## src/rtl/alu_pkg.sv

```systemverilog
// Shared EX-stage adder constants: datapath width and result-owner IDs.
package alu_pkg;

  localparam int unsigned ALU_WIDTH = 64;

  localparam logic REQ_ALU = 1'b0;
  localparam logic REQ_AGU = 1'b1;

endpackage

```

## src/rtl/FA_64bit_sync.sv

```systemverilog
// Combinational ripple-carry adder: {carry_o, sum_o} = a_i + b_i + cin_i.
module FA_64bit_sync #(
  parameter int unsigned WIDTH = 64
) (
  input  logic [WIDTH-1:0] a_i,
  input  logic [WIDTH-1:0] b_i,
  input  logic             cin_i,
  output logic [WIDTH-1:0] sum_o,
  output logic             carry_o
);

  logic [WIDTH:0] c;

  always_comb begin
    c     = '0;
    sum_o = '0;
    c[0]  = cin_i;
    for (int i = 0; i < WIDTH; i++) begin
      sum_o[i] = a_i[i] ^ b_i[i] ^ c[i];
      c[i+1]   = (a_i[i] & b_i[i]) | (c[i] & (a_i[i] ^ b_i[i]));
    end
    carry_o = c[WIDTH];
  end

endmodule

```

## src/rtl/rr_arb2.sv

```systemverilog
// Two-input round-robin pick; the remembered last winner only advances when update_en_i is set.
module rr_arb2 (
  input  logic       clk_i,
  input  logic       rst_i,
  input  logic [1:0] req_i,
  input  logic       update_en_i,
  output logic [1:0] gnt_o,
  output logic       gnt_id_o,
  output logic       gnt_any_o
);

  logic last_q, last_d;

  always_comb begin
    gnt_any_o = |req_i;
    // On contention the side that did not win last time goes next.
    gnt_id_o  = (&req_i) ? ~last_q : req_i[1];
    gnt_o     = '0;
    if (gnt_any_o) begin
      gnt_o[gnt_id_o] = 1'b1;
    end
    last_d = update_en_i ? gnt_id_o : last_q;
  end

  always_ff @(posedge clk_i) begin
    if (rst_i) begin
      last_q <= 1'b1;
    end else begin
      last_q <= last_d;
    end
  end

endmodule

```

## src/rtl/adder_share_arbiter.sv

```systemverilog
// Shares one ripple adder between the ALU and AGU requesters; result held in a single
// valid/ready output register.
module adder_share_arbiter
  import alu_pkg::*;
#(
  parameter int unsigned WIDTH = ALU_WIDTH
) (
  input  logic             clk,
  input  logic             rst,
  input  logic             req0_valid,
  input  logic [WIDTH-1:0] req0_a,
  input  logic [WIDTH-1:0] req0_b,
  input  logic             req0_cin,
  output logic             req0_ready,
  input  logic             req1_valid,
  input  logic [WIDTH-1:0] req1_a,
  input  logic [WIDTH-1:0] req1_b,
  input  logic             req1_cin,
  output logic             req1_ready,
  output logic             resp_valid,
  input  logic             resp_ready,
  output logic             resp_id,
  output logic [WIDTH-1:0] resp_sum,
  output logic             resp_carry
);

  logic [1:0]       gnt;
  logic             gnt_id, gnt_any;
  logic             can_accept, accept;
  logic [WIDTH-1:0] add_a, add_b, add_sum;
  logic             add_cin, add_carry;

  logic             resp_valid_q, resp_valid_d;
  logic             resp_id_q, resp_id_d;
  logic [WIDTH-1:0] resp_sum_q, resp_sum_d;
  logic             resp_carry_q, resp_carry_d;

  rr_arb2 u_arb (
    .clk_i       (clk),
    .rst_i       (rst),
    .req_i       ({req1_valid, req0_valid}),
    .update_en_i (accept),
    .gnt_o       (gnt),
    .gnt_id_o    (gnt_id),
    .gnt_any_o   (gnt_any)
  );

  FA_64bit_sync #(
    .WIDTH (WIDTH)
  ) u_adder (
    .a_i     (add_a),
    .b_i     (add_b),
    .cin_i   (add_cin),
    .sum_o   (add_sum),
    .carry_o (add_carry)
  );

  always_comb begin
    can_accept = !resp_valid_q || resp_ready;
    req0_ready = gnt[0] && can_accept && !rst;
    req1_ready = gnt[1] && can_accept && !rst;
    accept     = (req0_valid && req0_ready) || (req1_valid && req1_ready);

    add_a   = '0;
    add_b   = '0;
    add_cin = 1'b0;
    if (gnt_any) begin
      if (gnt_id == REQ_AGU) begin
        add_a   = req1_a;
        add_b   = req1_b;
        add_cin = req1_cin;
      end else begin
        add_a   = req0_a;
        add_b   = req0_b;
        add_cin = req0_cin;
      end
    end

    resp_valid_d = resp_valid_q;
    resp_id_d    = resp_id_q;
    resp_sum_d   = resp_sum_q;
    resp_carry_d = resp_carry_q;
    if (accept) begin
      resp_valid_d = 1'b1;
      resp_id_d    = gnt_id;
      resp_sum_d   = add_sum;
      resp_carry_d = add_carry;
    end else if (resp_ready) begin
      resp_valid_d = 1'b0;
    end
  end

  always_ff @(posedge clk) begin
    if (rst) begin
      resp_valid_q <= 1'b0;
      resp_id_q    <= REQ_ALU;
      resp_sum_q   <= '0;
      resp_carry_q <= 1'b0;
    end else begin
      resp_valid_q <= resp_valid_d;
      resp_id_q    <= resp_id_d;
      resp_sum_q   <= resp_sum_d;
      resp_carry_q <= resp_carry_d;
    end
  end

  assign resp_valid = resp_valid_q;
  assign resp_id    = resp_id_q;
  assign resp_sum   = resp_sum_q;
  assign resp_carry = resp_carry_q;

endmodule

```

## config.mk

```make
export PLATFORM = sky130hd
export DESIGN_NAME = adder_share_arbiter
export DESIGN_NICKNAME = d
export VERILOG_FILES = /design/src/rtl/alu_pkg.sv /design/src/rtl/FA_64bit_sync.sv /design/src/rtl/rr_arb2.sv /design/src/rtl/adder_share_arbiter.sv
export SDC_FILE = /design/constraint.sdc
export NUM_CORES = 1
export LEC_CHECK = 0
export ABC_AREA = 1
export ABC_CLOCK_PERIOD_IN_PS = 33100
export BUFFER_PORTS_ARGS = -buffer_cell sky130_fd_sc_hd__buf_2
export CORE_AREA = 5 5 127 129
export DETAILED_ROUTE_END_ITERATION = 8
export DIE_AREA = 0 0 132 134
export GPL_ROUTABILITY_DRIVEN = 0
export MAX_ROUTING_LAYER = met4
export PLACE_DENSITY = 0.73
export SLEW_MARGIN = 20
export SYNTH_ARGS = -nofsm -noshare
export SYNTH_HDL_FRONTEND = slang
export SYNTH_SLANG_ARGS = --single-unit
```

## constraint.sdc

```tcl
create_clock -name clk -period 33.1 [get_ports clk]
set_input_delay 3.31 -clock clk [delete_from_list [all_inputs] [get_ports clk]]
set_output_delay 3.31 -clock clk [all_outputs]
set_load 0.01 [all_outputs]
```

==> report_table.html, run 1 <==
<table>
<tr><th>Metric</th><th>Value</th></tr>
<tr><th colspan="2">CTS</th></tr>
<tr><td>Total clock buffers created by CTS</td><td>9</td></tr>
<tr><td>Later-pin clock latency in the skew report</td><td>0.34 ns</td></tr>
<tr><td>Count of cells resized by post-cts repair</td><td>0</td></tr>
<tr><td>Hold buffer count at cts</td><td>0</td></tr>
<tr><td>H-Tree Level Count</td><td>3</td></tr>
<tr><td>Sinks on Clock Net</td><td>68</td></tr>
<tr><td>CTS root buf</td><td>clkbuf_16</td></tr>
<tr><td>CTS clk-pin slew, worst paths</td><td>0.06 ns</td></tr>
<tr><td>Buffer depth of the longest clock path</td><td>2</td></tr>
<tr><td>Number of buffers added for setup after CTS</td><td>0</td></tr>
<tr><td>TritonCTS clock tree</td><td>yes</td></tr>
<tr><th colspan="2">Global routing</th></tr>
<tr><td>Via count of the first global-routing pass</td><td>5891</td></tr>
<tr><td>GRT Resource Usage Total</td><td>0.2166</td></tr>
<tr><td>Antenna violations before repair</td><td>0</td></tr>
<tr><td>Leftover overflow at the end of global routing</td><td>0</td></tr>
<tr><td>Global-route wire length before repair</td><td>29810 microns</td></tr>
<tr><td>Largest net degree at the start of global routing</td><td>86</td></tr>
<tr><th colspan="2">Timing</th></tr>
<tr><td>Setup repair after global routing missed its margin</td><td>no</td></tr>
<tr><td>Fmax</td><td>0.03546 GHz</td></tr>
<tr><td>Hold WS</td><td>0.4612 ns</td></tr>
<tr><td>Rel. slew slack</td><td>0.4467</td></tr>
<tr><td>Tightest Pin Transition</td><td>0.8300 ns</td></tr>
<tr><td>Final worst clock skew</td><td>0.004347 ns</td></tr>
<tr><td>TNS Setup</td><td>0 ns</td></tr>
<tr><td>Share of the clock period used by the worst path after layout</td><td>0.8520</td></tr>
<tr><td>Hold Fails Final Rpt</td><td>0</td></tr>
<tr><td>Count of final setup violators</td><td>0</td></tr>
<tr><td>Min Tclk post-route</td><td>28.20 ns</td></tr>
<tr><td>Final Slew Violations</td><td>0</td></tr>
<tr><th colspan="2">Synthesis</th></tr>
<tr><td>Cell variety after synth</td><td>22</td></tr>
<tr><td>Netlist Area Pre-Place</td><td>0.005897 sq mm</td></tr>
<tr><td>Yosys warning count</td><td>0</td></tr>
<tr><td>Mapped Avg Cell Area</td><td>6.995 sq um</td></tr>
<tr><td>Post-synthesis mux area share</td><td>0</td></tr>
<tr><td>Number of instances in the synthesized netlist</td><td>843</td></tr>
<tr><td>Compound-cell area share of the yosys netlist</td><td>0.1233</td></tr>
<tr><td>Area share of the largest cell type after synthesis</td><td>0.2309</td></tr>
<tr><td>Mapped Nets</td><td>1170</td></tr>
<tr><td>Fraction of the mapped netlist area in adder cells</td><td>0.2173</td></tr>
<tr><td>Sequential-to-total area share from yosys stat</td><td>0.2309</td></tr>
<tr><td>Library cell with the largest summed area after synthesis</td><td>dfxtp_1</td></tr>
<tr><td>Seq cells post-synth</td><td>68</td></tr>
<tr><td>Dominant cells by area after synthesis</td><td>dfxtp_1 23%, fa_1 22%, nand2_1 21%</td></tr>
<tr><td>Simple-gate portion of the synthesized area</td><td>0.3159</td></tr>
<tr><td>Combinational family with the most area after synthesis</td><td>simple AND/OR/NAND/NOR gates</td></tr>
<tr><td>Post-Synth XOR/XNOR Area</td><td>0</td></tr>
<tr><th colspan="2">Run status</th></tr>
<tr><td>Outcome</td><td>complete, no violations</td></tr>
<tr><th colspan="2">Pwr</th></tr>
<tr><td>Overall power after layout</td><td>0.3143 mW</td></tr>
<tr><td>Sequential power share</td><td>0.314</td></tr>
<tr><td>Fraction of power spent switching nets</td><td>0.3550</td></tr>
<tr><td>Switch Pwr</td><td>0.1116 mW</td></tr>
<tr><td>PwrDens</td><td>39.95 mW/mm^2</td></tr>
<tr><td>P_leak</td><td>4.332 nW</td></tr>
<tr><td>Logic pwr share</td><td>0.393</td></tr>
<tr><td>Internal portion of total power</td><td>0.2027 mW</td></tr>
<tr><td>Max VDD drop</td><td>0.00002425 V</td></tr>
<tr><td>Clk network pwr share</td><td>0.293</td></tr>
<tr><th colspan="2">Detailed routing</th></tr>
<tr><td>Number of detailed-route iterations in the first pass</td><td>4</td></tr>
<tr><td>Number of DRC markers after the initial detailed-route iteration</td><td>320</td></tr>
<tr><td>ANT nets after route</td><td>0</td></tr>
<tr><td>WL final</td><td>19610 microns</td></tr>
<tr><td>Number of remaining DRC errors</td><td>0</td></tr>
<tr><td>Vias per inst</td><td>4.624</td></tr>
<tr><td>Vias after detailed routing</td><td>6136</td></tr>
<tr><td>Routed wirelength normalized by instance count</td><td>14.78 microns</td></tr>
<tr><th colspan="2">Critical path</th></tr>
<tr><td>Startpoint of the most critical register-to-register path</td><td>u_arb.last_q</td></tr>
<tr><td>Top delay family on crit path</td><td>adder cells</td></tr>
<tr><td>Setup Crit Path Kind</td><td>in2reg</td></tr>
<tr><td>Type of origin of the critical path</td><td>input pin</td></tr>
<tr><td>Category of the worst setup path capture point</td><td>flip-flop</td></tr>
<tr><td>Cell depth of the worst flop-to-flop path</td><td>73</td></tr>
<tr><td>Slowest stage delay, CP</td><td>0.50 ns</td></tr>
<tr><td>Maximum fanout along the worst path</td><td>51</td></tr>
<tr><td>Arr. time, crit path</td><td>28.44 ns</td></tr>
<tr><td>R2r setup slk</td><td>8.23 ns</td></tr>
<tr><td>CP Buf/Inv Count</td><td>6</td></tr>
<tr><td>Capture instance of the worst register-to-register path</td><td>resp_sum[63]</td></tr>
<tr><td>Endpoint required time on the critical path</td><td>33.34 ns</td></tr>
<tr><td>Slowest cell on the critical path</td><td>fa_1</td></tr>
<tr><td>Most Frequent Cell on Critical Path</td><td>fa_1</td></tr>
<tr><th colspan="2">Placed design</th></tr>
<tr><td>Port buffer count</td><td>331</td></tr>
<tr><td>Detailed placer's ending HPWL</td><td>15650 microns</td></tr>
<tr><th colspan="2">Floorplan</th></tr>
<tr><td>DIE AREA</td><td>0.01769 sq mm</td></tr>
<tr><td>Number of core rows</td><td>45</td></tr>
<tr><td>Total core area</td><td>0.01492 sq mm</td></tr>
<tr><td>Die Width</td><td>132 microns</td></tr>
<tr><td>Initial Utilization</td><td>0.3952</td></tr>
<tr><td>Ports</td><td>332</td></tr>
<tr><td>Overall die height</td><td>134 microns</td></tr>
<tr><th colspan="2">Worst hold path</th></tr>
<tr><td>Critical hold path startpoint</td><td>resp_sum[0]</td></tr>
<tr><td>Number of cells traversed by the worst hold path</td><td>2</td></tr>
<tr><td>Worst hold path class</td><td>reg2reg</td></tr>
<tr><td>Hold-critical path endpoint</td><td>resp_sum[0]</td></tr>
<tr><th colspan="2">Finish</th></tr>
<tr><td>FILL cells</td><td>1508</td></tr>
<tr><td>Fraction of layout cells with a size suffix above 1</td><td>0.3187</td></tr>
<tr><td>Area overhead of the layout relative to synthesis</td><td>33.44%</td></tr>
<tr><td>Final #Nets</td><td>1461</td></tr>
<tr><td>Most common cell after layout, fill and taps aside</td><td>nand2_1</td></tr>
<tr><td>Commonest non-fill, non-tap cells in the layout</td><td>332 x nand2_1, 331 x buf_2, 99 x inv_1, 83 x a21boi_0, 68 x dfxtp_1</td></tr>
<tr><td>Antenna diode count</td><td>0</td></tr>
<tr><th colspan="2">Flow run</th></tr>
<tr><td># Max-Cap Violations</td><td>0</td></tr>
</table>
==> tightest hold or removal path, stage by stage, from the launching register on <==
cell	delay [ns]
dfxtp_1	0.30
nand3_1	0.07
nand2_1	0.04
==> how the worst max path moves through the flow <==
stage,slack (ns),depth (start not counted),from,endpoint
floorplan,6.72,77,req1_valid,resp_sum[63]
global placement,4.86,77,req0_valid,resp_sum[63]
detailed placement,4.43,77,req0_valid,resp_sum[63]
CTS,4.74,77,req0_valid,resp_sum[63]
global route,3.84,77,req0_valid,resp_sum[63]
finish,4.90,77,req0_valid,resp_sum[63]
==> power by group through the flow <==
stage,registers (mW),logic [mW],clock network [mW]
2_1_floorplan,0.106,0.0728,0
3_3_place_gp,0.0996,0.123,0
3_5_place_dp,0.100,0.125,0
4_1_cts,0.0987,0.126,0.0948
5_1_grt,0.100,0.141,0.0980
6_report,0.0986,0.124,0.0921
==> cell type report <==
| type | count | area (sq um) | share of cell area |
|---|---|---|---|
| clock buffer | 12 | 266.5 | 0.03387 |
| clock inverter | 4 | 22.52 | 0.002862 |
| inverter | 104 | 392.9 | 0.04993 |
| multi-input combinational | 613 | 3881 | 0.4932 |
| sequential | 68 | 1361 | 0.1730 |
| tap | 188 | 235.2 | 0.02989 |
| timing repair buffer | 338 | 1709 | 0.2172 |
==> metal layers <==
| metal | vias up | wire length [microns] | global-route usage |
|---|---|---|---|
| met3 | 25 | 1088 | 0.04089 |
| met4 | 0 | 408 | 0.06800 |
| met2 | 206 | 9855 | 0.3624 |
| li1 | 3186 | - | - |
| met5 | - | 0 | - |
| met1 | 2719 | 8254 | 0.2661 |
==> cell families (layout without fill, tap and decap cells) <==
kind of cell | after synthesis | count (layout)
flops | 68 | 68
fa+ha+maj | 64 | 64
buf+inv | 162 | 458
simple gates | 453 | 453
compound gates | 96 | 96
==> per-stage QoR <==
stage,utilization,area (sq um),setup slack [ns],instances
after detailed placement,0.5080,7580,4.433,1311
after floorplan,-,5897,6.724,843
final,0.5274,7869,4.900,1327
after global placement,0.5080,7580,4.863,1311
after global routing,0.5274,7869,3.836,1327
after CTS,0.5274,7869,4.739,1327
==> flip-flops by register name, summed over array words and instances, names as in the netlist <==
register and flops:
resp_id 1, resp_sum 64, u_arb.last_q 1, resp_valid 1, resp_carry 1
==> cells in the mapped netlist <==
cell type	instances
buf_6	2
clkbuf_1	19
buf_4	2
nor2_1	48
nand3_2	1
inv_2	4
inv_1	99
nand2_1	333
nor3_1	1
nand2_2	1
dfxtp_1	68
a21oi_4	1
nor2_4	1
a21boi_1	11
a21boi_0	83
nand3_1	20
clkinv_1	1
fa_1	64
buf_2	27
nand4_1	48
a21oi_1	1
buf_1	8
(Power assumes the default switching activity.)
==> run 2: changes to the inputs <==
Settings changed: CORE_AREA 5 5 127 129 to unset, CORE_ASPECT_RATIO set to 0.9, CORE_MARGIN set to 10, CORE_UTILIZATION set to 46, DIE_AREA 0 0 132 134 to unset, PLACE_DENSITY 0.73 to 0.83.
==> report_table.html, run 2 (synthesized netlist as in run 1, its figures left out) <==
<table>
<tr><th>Metric</th><th>Value</th></tr>
<tr><th colspan="2">Critical path</th></tr>
<tr><td>Maximum fanout along the worst path</td><td>53 (+3.9%)</td></tr>
<tr><td>Category of the worst setup path capture point</td><td>flip-flop</td></tr>
<tr><td>Startpoint of the most critical register-to-register path</td><td>u_arb.last_q</td></tr>
<tr><td>Setup Crit Path Kind</td><td>in2reg</td></tr>
<tr><td>Launching instance or port of the critical path</td><td>req0_valid</td></tr>
<tr><td>Slowest cell on the critical path</td><td>nor2_4</td></tr>
<tr><td>Type of origin of the critical path</td><td>input pin</td></tr>
<tr><td>CP Buf/Inv Count</td><td>4 (-2)</td></tr>
<tr><td>Arr. time, crit path</td><td>28.78 ns (+0.34 ns)</td></tr>
<tr><td>Endpoint required time on the critical path</td><td>33.31 ns (-0.03 ns)</td></tr>
<tr><td>CP endpoint</td><td>resp_sum[63]</td></tr>
<tr><td>Cell depth of the worst flop-to-flop path</td><td>72 (-1.4%)</td></tr>
<tr><td>Most Frequent Cell on Critical Path</td><td>fa_1</td></tr>
<tr><td>Capture instance of the worst register-to-register path</td><td>resp_sum[63]</td></tr>
<tr><td>Top delay family on crit path</td><td>adder cells</td></tr>
<tr><td>Slowest stage delay, CP</td><td>0.86 ns (+0.36 ns)</td></tr>
<tr><td>Depth of the critical timing path with buffers and inverters included</td><td>75 (-2.6%)</td></tr>
<tr><td>R2r setup slk</td><td>8.11 ns (-0.12 ns)</td></tr>
<tr><th colspan="2">Detailed routing</th></tr>
<tr><td>ANT nets after route</td><td>0 (unchanged)</td></tr>
<tr><td>Routed wirelength normalized by instance count</td><td>16.25 microns (+10%)</td></tr>
<tr><td>WL final</td><td>21160 microns (+7.9%)</td></tr>
<tr><td>Number of detailed-route iterations in the first pass</td><td>5 (+1)</td></tr>
<tr><td>Number of DRC markers after the initial detailed-route iteration</td><td>369 (+15%)</td></tr>
<tr><td>Number of remaining DRC errors</td><td>0 (unchanged)</td></tr>
<tr><td>Vias per inst</td><td>4.798 (+3.8%)</td></tr>
<tr><td>Vias after detailed routing</td><td>6247 (+1.8%)</td></tr>
<tr><th colspan="2">CTS</th></tr>
<tr><td>H-Tree Level Count</td><td>3 (unchanged)</td></tr>
<tr><td>Later-pin clock latency in the skew report</td><td>0.32 ns (-0.02 ns)</td></tr>
<tr><td>CTS clk-pin slew, worst paths</td><td>0.05 ns (about the same)</td></tr>
<tr><td>Number of buffers added for setup after CTS</td><td>0 (unchanged)</td></tr>
<tr><td>Sinks on Clock Net</td><td>68 (unchanged)</td></tr>
<tr><td>Count of cells resized by post-cts repair</td><td>0 (unchanged)</td></tr>
<tr><td>Buffer depth of the longest clock path</td><td>2 (unchanged)</td></tr>
<tr><td>CTS root buf</td><td>clkbuf_16</td></tr>
<tr><td>Hold buffer count at cts</td><td>0 (unchanged)</td></tr>
<tr><td>TritonCTS clock tree</td><td>yes</td></tr>
<tr><td>Total clock buffers created by CTS</td><td>9 (unchanged)</td></tr>
<tr><th colspan="2">Pwr</th></tr>
<tr><td>Overall power after layout</td><td>0.3117 mW (-0.83%)</td></tr>
<tr><td>Max VDD drop</td><td>0.00002951 V (+22%)</td></tr>
<tr><td>PwrDens</td><td>39.89 mW/mm^2 (-0.14%)</td></tr>
<tr><td>P_leak</td><td>4.322 nW (-0.23%)</td></tr>
<tr><th colspan="2">Global routing</th></tr>
<tr><td>Global-route wire length before repair</td><td>32770 microns (+9.9%)</td></tr>
<tr><td>Via count of the first global-routing pass</td><td>6519 (+11%)</td></tr>
<tr><td>Largest net degree at the start of global routing</td><td>79 (-8.1%)</td></tr>
<tr><td>GRT Resource Usage Total</td><td>0.2335 (+0.01684)</td></tr>
<tr><td>Leftover overflow at the end of global routing</td><td>0 (unchanged)</td></tr>
<tr><td>Antenna violations before repair</td><td>2 (+2)</td></tr>
<tr><th colspan="2">Timing</th></tr>
<tr><td>Final setup margin</td><td>4.537 ns (-0.3632 ns)</td></tr>
<tr><td>Tightest Pin Transition</td><td>1.063 ns (+0.2326 ns)</td></tr>
<tr><td>Fmax</td><td>0.03501 GHz (-1.3%)</td></tr>
<tr><td>Final worst clock skew</td><td>0.005124 ns (+0.0007772 ns)</td></tr>
<tr><td>Hold Fails Final Rpt</td><td>0 (unchanged)</td></tr>
<tr><td>Final Slew Violations</td><td>0 (unchanged)</td></tr>
<tr><td>Hold WS</td><td>0.4641 ns (+0.002902 ns)</td></tr>
<tr><td>Rel. slew slack</td><td>0.2899 (-0.1568)</td></tr>
<tr><td>TNS Setup</td><td>0 ns (unchanged)</td></tr>
<tr><td>Setup repair after global routing missed its margin</td><td>no</td></tr>
<tr><td>Min Tclk post-route</td><td>28.56 ns (+0.3632 ns)</td></tr>
<tr><td>Share of the clock period used by the worst path after layout</td><td>0.8629 (+0.01097)</td></tr>
<tr><td>Count of final setup violators</td><td>0 (unchanged)</td></tr>
<tr><th colspan="2">Placed design</th></tr>
<tr><td>Placed Area</td><td>0.007533 sq mm (-0.61%)</td></tr>
<tr><td>Pre-CTS setup slack</td><td>4.185 ns (-0.2485 ns)</td></tr>
<tr><td>Detailed placer's ending HPWL</td><td>17380 microns (+11%)</td></tr>
<tr><td>Placed instance count</td><td>1286 (-1.9%)</td></tr>
<tr><td>Port buffer count</td><td>331 (unchanged)</td></tr>
<tr><th colspan="2">Finish</th></tr>
<tr><td>Most common cell after layout, fill and taps aside</td><td>nand2_1</td></tr>
<tr><td>Commonest non-fill, non-tap cells in the layout</td><td>332 x nand2_1, 331 x buf_2, 99 x inv_1, 83 x a21boi_0, 68 x dfxtp_1</td></tr>
<tr><td>FILL cells</td><td>1242 (-18%)</td></tr>
<tr><td>Final #Nets</td><td>1460 (-0.068%)</td></tr>
<tr><td>Count of placed standard cells in the final layout, fillers left out</td><td>1302 (-1.9%)</td></tr>
<tr><td>Final Cell Area</td><td>0.007815 sq mm (-0.68%)</td></tr>
<tr><td>Share of the core filled with cells in the final layout</td><td>0.6184 (+0.09098)</td></tr>
<tr><td>Number of flip-flops under the largest register name</td><td>64 (unchanged)</td></tr>
<tr><td>Fraction of layout cells with a size suffix above 1</td><td>0.3169 (-0.001799)</td></tr>
<tr><td>Area overhead of the layout relative to synthesis</td><td>32.53%</td></tr>
<tr><th colspan="2">Floorplan</th></tr>
<tr><td>Number of core rows</td><td>39 (-13%)</td></tr>
<tr><td>Overall die height</td><td>127.4 microns (-4.9%)</td></tr>
<tr><td>Ports</td><td>332 (unchanged)</td></tr>
<tr><td>Total core area</td><td>0.01264 sq mm (-15%)</td></tr>
<tr><td>Initial Utilization</td><td>0.4666 (+0.07137)</td></tr>
<tr><td>DIE AREA</td><td>0.01775 sq mm (+0.37%)</td></tr>
<tr><td>Die Width</td><td>139.3 microns (+5.6%)</td></tr>
<tr><th colspan="2">Flow run</th></tr>
<tr><td># Max-Cap Violations</td><td>0 (unchanged)</td></tr>
<tr><th colspan="2">Worst hold path</th></tr>
<tr><td>Worst hold path class</td><td>reg2reg</td></tr>
<tr><th colspan="2">Run status</th></tr>
<tr><td>Outcome</td><td>complete, no violations</td></tr>
</table>
==> run 2: worst min path at each step <==
stage	slack (ns)	end	startpoint	cells after the start
detailed placement	0.46	resp_sum[9]	resp_sum[9]	2
finish	0.46	resp_sum[14]	resp_sum[14]	2
global route	0.48	resp_sum[3]	resp_sum[3]	2
global placement	0.45	resp_sum[16]	resp_sum[16]	2
floorplan	0.48	u_arb.last_q	u_arb.last_q	2
CTS	0.46	resp_sum[9]	resp_sum[9]	2
==> run 2: worst reg2reg max path, delay by kind of cell (launching register included) <==
family	cells	cell delay [ns]
adders and majority gates	64	23.00
AOI/OAI and AO/OA	1	0.08
buffers and inverters	1	0.08
DFF	1	0.40
and+or+nand+nor	6	1.36
==> run 2: routing by layer <==
metal | part of all wire | global-route usage
met2 | 0.52 | 0.3989
met4 | 0.018 | 0.06438
met5 | 0 | -
met1 | 0.39 | 0.2659
met3 | 0.069 | 0.06111
==> run 2: area by class of cell <==
| class | instances | area (sq um) | share of cell area |
|---|---|---|---|
| antenna | 2 | 5.005 | 0.0006404 |
| clock buffer | 12 | 266.5 | 0.03410 |
| clock inverter | 2 | 10.01 | 0.001281 |
| inverter | 104 | 391.6 | 0.05011 |
| multi-input combinational | 613 | 3874 | 0.4957 |
| sequential | 68 | 1361 | 0.1742 |
| tap | 164 | 205.2 | 0.02626 |
| timing repair buffer | 337 | 1702 | 0.2177 |
==> run 2: power by group <==
part / internal [mW] / switching, mW / total, mW / leakage [nW]
logic: 0.0531 / 0.0712 / 0.124 / 3.62
registers: 0.0933 / 0.00553 / 0.0988 / 0.563
clock network: 0.0557 / 0.0330 / 0.0886 / 0.140
total: 0.202 / 0.110 / 0.312 / 4.32
==> run 3: changes to the inputs <==
Settings changed: CTS_BUF_LIST set to sky130_fd_sc_hd__clkbuf_8.
==> report_table.html, run 3 (synthesized netlist as in run 1, its figures left out) <==
<table>
<tr><th>Metric</th><th>Value</th></tr>
<tr><th colspan="2">Critical path</th></tr>
<tr><td>Most Frequent Cell on Critical Path</td><td>fa_1</td></tr>
<tr><td>Slowest stage delay, CP</td><td>0.86 ns (about the same)</td></tr>
<tr><td>Type of origin of the critical path</td><td>input pin</td></tr>
<tr><td>Category of the worst setup path capture point</td><td>flip-flop</td></tr>
<tr><td>Slowest cell on the critical path</td><td>nor2_4</td></tr>
<tr><td>Startpoint of the most critical register-to-register path</td><td>u_arb.last_q</td></tr>
<tr><td>Setup Crit Path Kind</td><td>in2reg</td></tr>
<tr><td>Maximum fanout along the worst path</td><td>53 (unchanged)</td></tr>
<tr><td>Endpoint required time on the critical path</td><td>33.34 ns (+0.03 ns)</td></tr>
<tr><td>Arr. time, crit path</td><td>28.76 ns (-0.02 ns)</td></tr>
<tr><td>Launching instance or port of the critical path</td><td>req0_valid</td></tr>
<tr><td>Cell depth of the worst flop-to-flop path</td><td>72 (unchanged)</td></tr>
<tr><th colspan="2">CTS</th></tr>
<tr><td>Total clock buffers created by CTS</td><td>9 (unchanged)</td></tr>
<tr><td>CTS root buf</td><td>clkbuf_8</td></tr>
<tr><td>Sinks on Clock Net</td><td>68 (unchanged)</td></tr>
<tr><td>TritonCTS clock tree</td><td>yes</td></tr>
<tr><td>Count of cells resized by post-cts repair</td><td>0 (unchanged)</td></tr>
<tr><td>Hold buffer count at cts</td><td>0 (unchanged)</td></tr>
<tr><td>H-Tree Level Count</td><td>3 (unchanged)</td></tr>
<tr><td>Number of buffers added for setup after CTS</td><td>0 (unchanged)</td></tr>
<tr><td>CTS clk-pin slew, worst paths</td><td>0.07 ns (+0.02 ns)</td></tr>
<tr><td>Buffer depth of the longest clock path</td><td>2 (unchanged)</td></tr>
<tr><td>Later-pin clock latency in the skew report</td><td>0.35 ns (+0.03 ns)</td></tr>
<tr><th colspan="2">Global routing</th></tr>
<tr><td>GRT Resource Usage Total</td><td>0.2341 (+0.0005830)</td></tr>
<tr><td>Leftover overflow at the end of global routing</td><td>0 (unchanged)</td></tr>
<tr><td>Antenna violations before repair</td><td>2 (unchanged)</td></tr>
<tr><td>Largest net degree at the start of global routing</td><td>79 (unchanged)</td></tr>
<tr><td>Global-route wire length before repair</td><td>32750 microns (about the same)</td></tr>
<tr><td>Via count of the first global-routing pass</td><td>6511 (-0.12%)</td></tr>
<tr><th colspan="2">Finish</th></tr>
<tr><td>Number of flip-flops under the largest register name</td><td>64 (unchanged)</td></tr>
<tr><td>Fraction of layout cells with a size suffix above 1</td><td>0.3169 (unchanged)</td></tr>
<tr><td>FILL cells</td><td>1256 (+1.1%)</td></tr>
<tr><td>Most common cell after layout, fill and taps aside</td><td>nand2_1</td></tr>
<tr><td>Final Cell Area</td><td>0.007714 sq mm (-1.3%)</td></tr>
<tr><td>Final #Nets</td><td>1460 (unchanged)</td></tr>
<tr><td>Area overhead of the layout relative to synthesis</td><td>30.81%</td></tr>
<tr><td>Count of placed standard cells in the final layout, fillers left out</td><td>1302 (unchanged)</td></tr>
<tr><td>Commonest non-fill, non-tap cells in the layout</td><td>332 x nand2_1, 331 x buf_2, 99 x inv_1, 83 x a21boi_0, 68 x dfxtp_1</td></tr>
<tr><th colspan="2">Floorplan</th></tr>
<tr><td>Number of core rows</td><td>39 (unchanged)</td></tr>
<tr><td>Initial Utilization</td><td>0.4666 (unchanged)</td></tr>
<tr><td>Total core area</td><td>0.01264 sq mm (unchanged)</td></tr>
<tr><td>Ports</td><td>332 (unchanged)</td></tr>
<tr><td>DIE AREA</td><td>0.01775 sq mm (unchanged)</td></tr>
<tr><td>Die Width</td><td>139.3 microns (unchanged)</td></tr>
<tr><td>Overall die height</td><td>127.4 microns (unchanged)</td></tr>
<tr><th colspan="2">Timing</th></tr>
<tr><td>Final worst clock skew</td><td>0.007115 ns (+0.001991 ns)</td></tr>
<tr><td>Rel. slew slack</td><td>0.2922 (+0.002229)</td></tr>
<tr><td>Final Slew Violations</td><td>0 (unchanged)</td></tr>
<tr><td>Share of the clock period used by the worst path after layout</td><td>0.8619 (-0.001050)</td></tr>
<tr><td>Hold Fails Final Rpt</td><td>0 (unchanged)</td></tr>
<tr><td>Setup repair after global routing missed its margin</td><td>no</td></tr>
<tr><td>TNS Setup</td><td>0 ns (unchanged)</td></tr>
<tr><td>Tightest Pin Transition</td><td>1.059 ns (-0.003336 ns)</td></tr>
<tr><td>Fmax</td><td>0.03505 GHz (+0.12%)</td></tr>
<tr><td>Count of final setup violators</td><td>0 (unchanged)</td></tr>
<tr><td>Min Tclk post-route</td><td>28.53 ns (-0.03475 ns)</td></tr>
<tr><th colspan="2">Placed design</th></tr>
<tr><td>Detailed placer's ending HPWL</td><td>17380 microns (unchanged)</td></tr>
<tr><td>Port buffer count</td><td>331 (unchanged)</td></tr>
<tr><td>Placed Area</td><td>0.007533 sq mm (unchanged)</td></tr>
<tr><td>Placed instance count</td><td>1286 (unchanged)</td></tr>
<tr><th colspan="2">Detailed routing</th></tr>
<tr><td>Number of DRC markers after the initial detailed-route iteration</td><td>369 (unchanged)</td></tr>
<tr><td>Number of remaining DRC errors</td><td>0 (unchanged)</td></tr>
<tr><td>WL final</td><td>21210 microns (+0.26%)</td></tr>
<tr><td>Vias per inst</td><td>4.818 (+0.42%)</td></tr>
<tr><td>ANT nets after route</td><td>0 (unchanged)</td></tr>
<tr><td>Vias after detailed routing</td><td>6273 (+0.42%)</td></tr>
<tr><td>Routed wirelength normalized by instance count</td><td>16.29 microns (+0.26%)</td></tr>
<tr><td>Number of detailed-route iterations in the first pass</td><td>5 (unchanged)</td></tr>
<tr><th colspan="2">Worst hold path</th></tr>
<tr><td>Number of cells traversed by the worst hold path</td><td>2 (unchanged)</td></tr>
<tr><td>Worst hold path class</td><td>reg2reg</td></tr>
<tr><td>Critical hold path startpoint</td><td>resp_sum[9]</td></tr>
<tr><th colspan="2">Pwr</th></tr>
<tr><td>P_leak</td><td>4.276 nW (-1.1%)</td></tr>
<tr><td>PwrDens</td><td>37.02 mW/mm^2 (-7.2%)</td></tr>
<tr><td>Max VDD drop</td><td>0.00002377 V (-19%)</td></tr>
<tr><th colspan="2">Flow run</th></tr>
<tr><td># Max-Cap Violations</td><td>0 (unchanged)</td></tr>
<tr><th colspan="2">Run status</th></tr>
<tr><td>Outcome</td><td>complete, no violations</td></tr>
</table>
run 3: final timing paths:
path,end,slack (ns)
max,resp_sum[63],4.57
min,resp_sum[9],0.47
max reg2reg,resp_sum[63],8.13
min reg2reg,resp_sum[9],0.47
run 3: cell type report:
cell class                 instances  area (sq um)  area share
multi-input combinational        613          3874      0.5022
timing repair buffer             337          1702      0.2206
sequential                        68          1361      0.1765
inverter                         104         391.6     0.05077
tap                              164         205.2     0.02660
clock buffer                      12         165.2     0.02141
clock inverter                     2         10.01    0.001298
antenna                            2         5.005   0.0006488
run 3: critical path: cells and delay by family:
kind                       cells  cell delay, ns
and+or+nand+nor                7            2.09
adders and majority gates     64           22.98
buffers and inverters          4            0.40
run 3: metal layers:
layer  part of all wire  GRT usage  vias to the layer above
li1                   -          -                     3176
met2               0.51     0.3978                      236
met4              0.018    0.06622                        0
met1               0.39     0.2660                     2830
met5                  0          -                        -
met3              0.074    0.06407                       31
run 3: report_power, final:
group | switching, mW | leakage [nW] | internal, mW | total [mW]
logic | 0.0711 | 3.62 | 0.0531 | 0.124
clock network | 0.0305 | 0.0941 | 0.0323 | 0.0628
registers | 0.00551 | 0.563 | 0.0931 | 0.0986
run 3: per-stage QoR:
stage          worst slack [ns]    util  hold WS [ns]  power, mW
6_report                  4.571  0.6103        0.4650     0.2856
3_5_place_dp              4.185  0.5961        0.4554     0.2256
2_1_floorplan             6.724       -        0.4803     0.1783
3_3_place_gp              4.653  0.5961        0.4509     0.2225
4_1_cts                   4.514  0.6099        0.4652     0.2890
5_1_grt                   3.456  0.6103        0.4840     0.3108
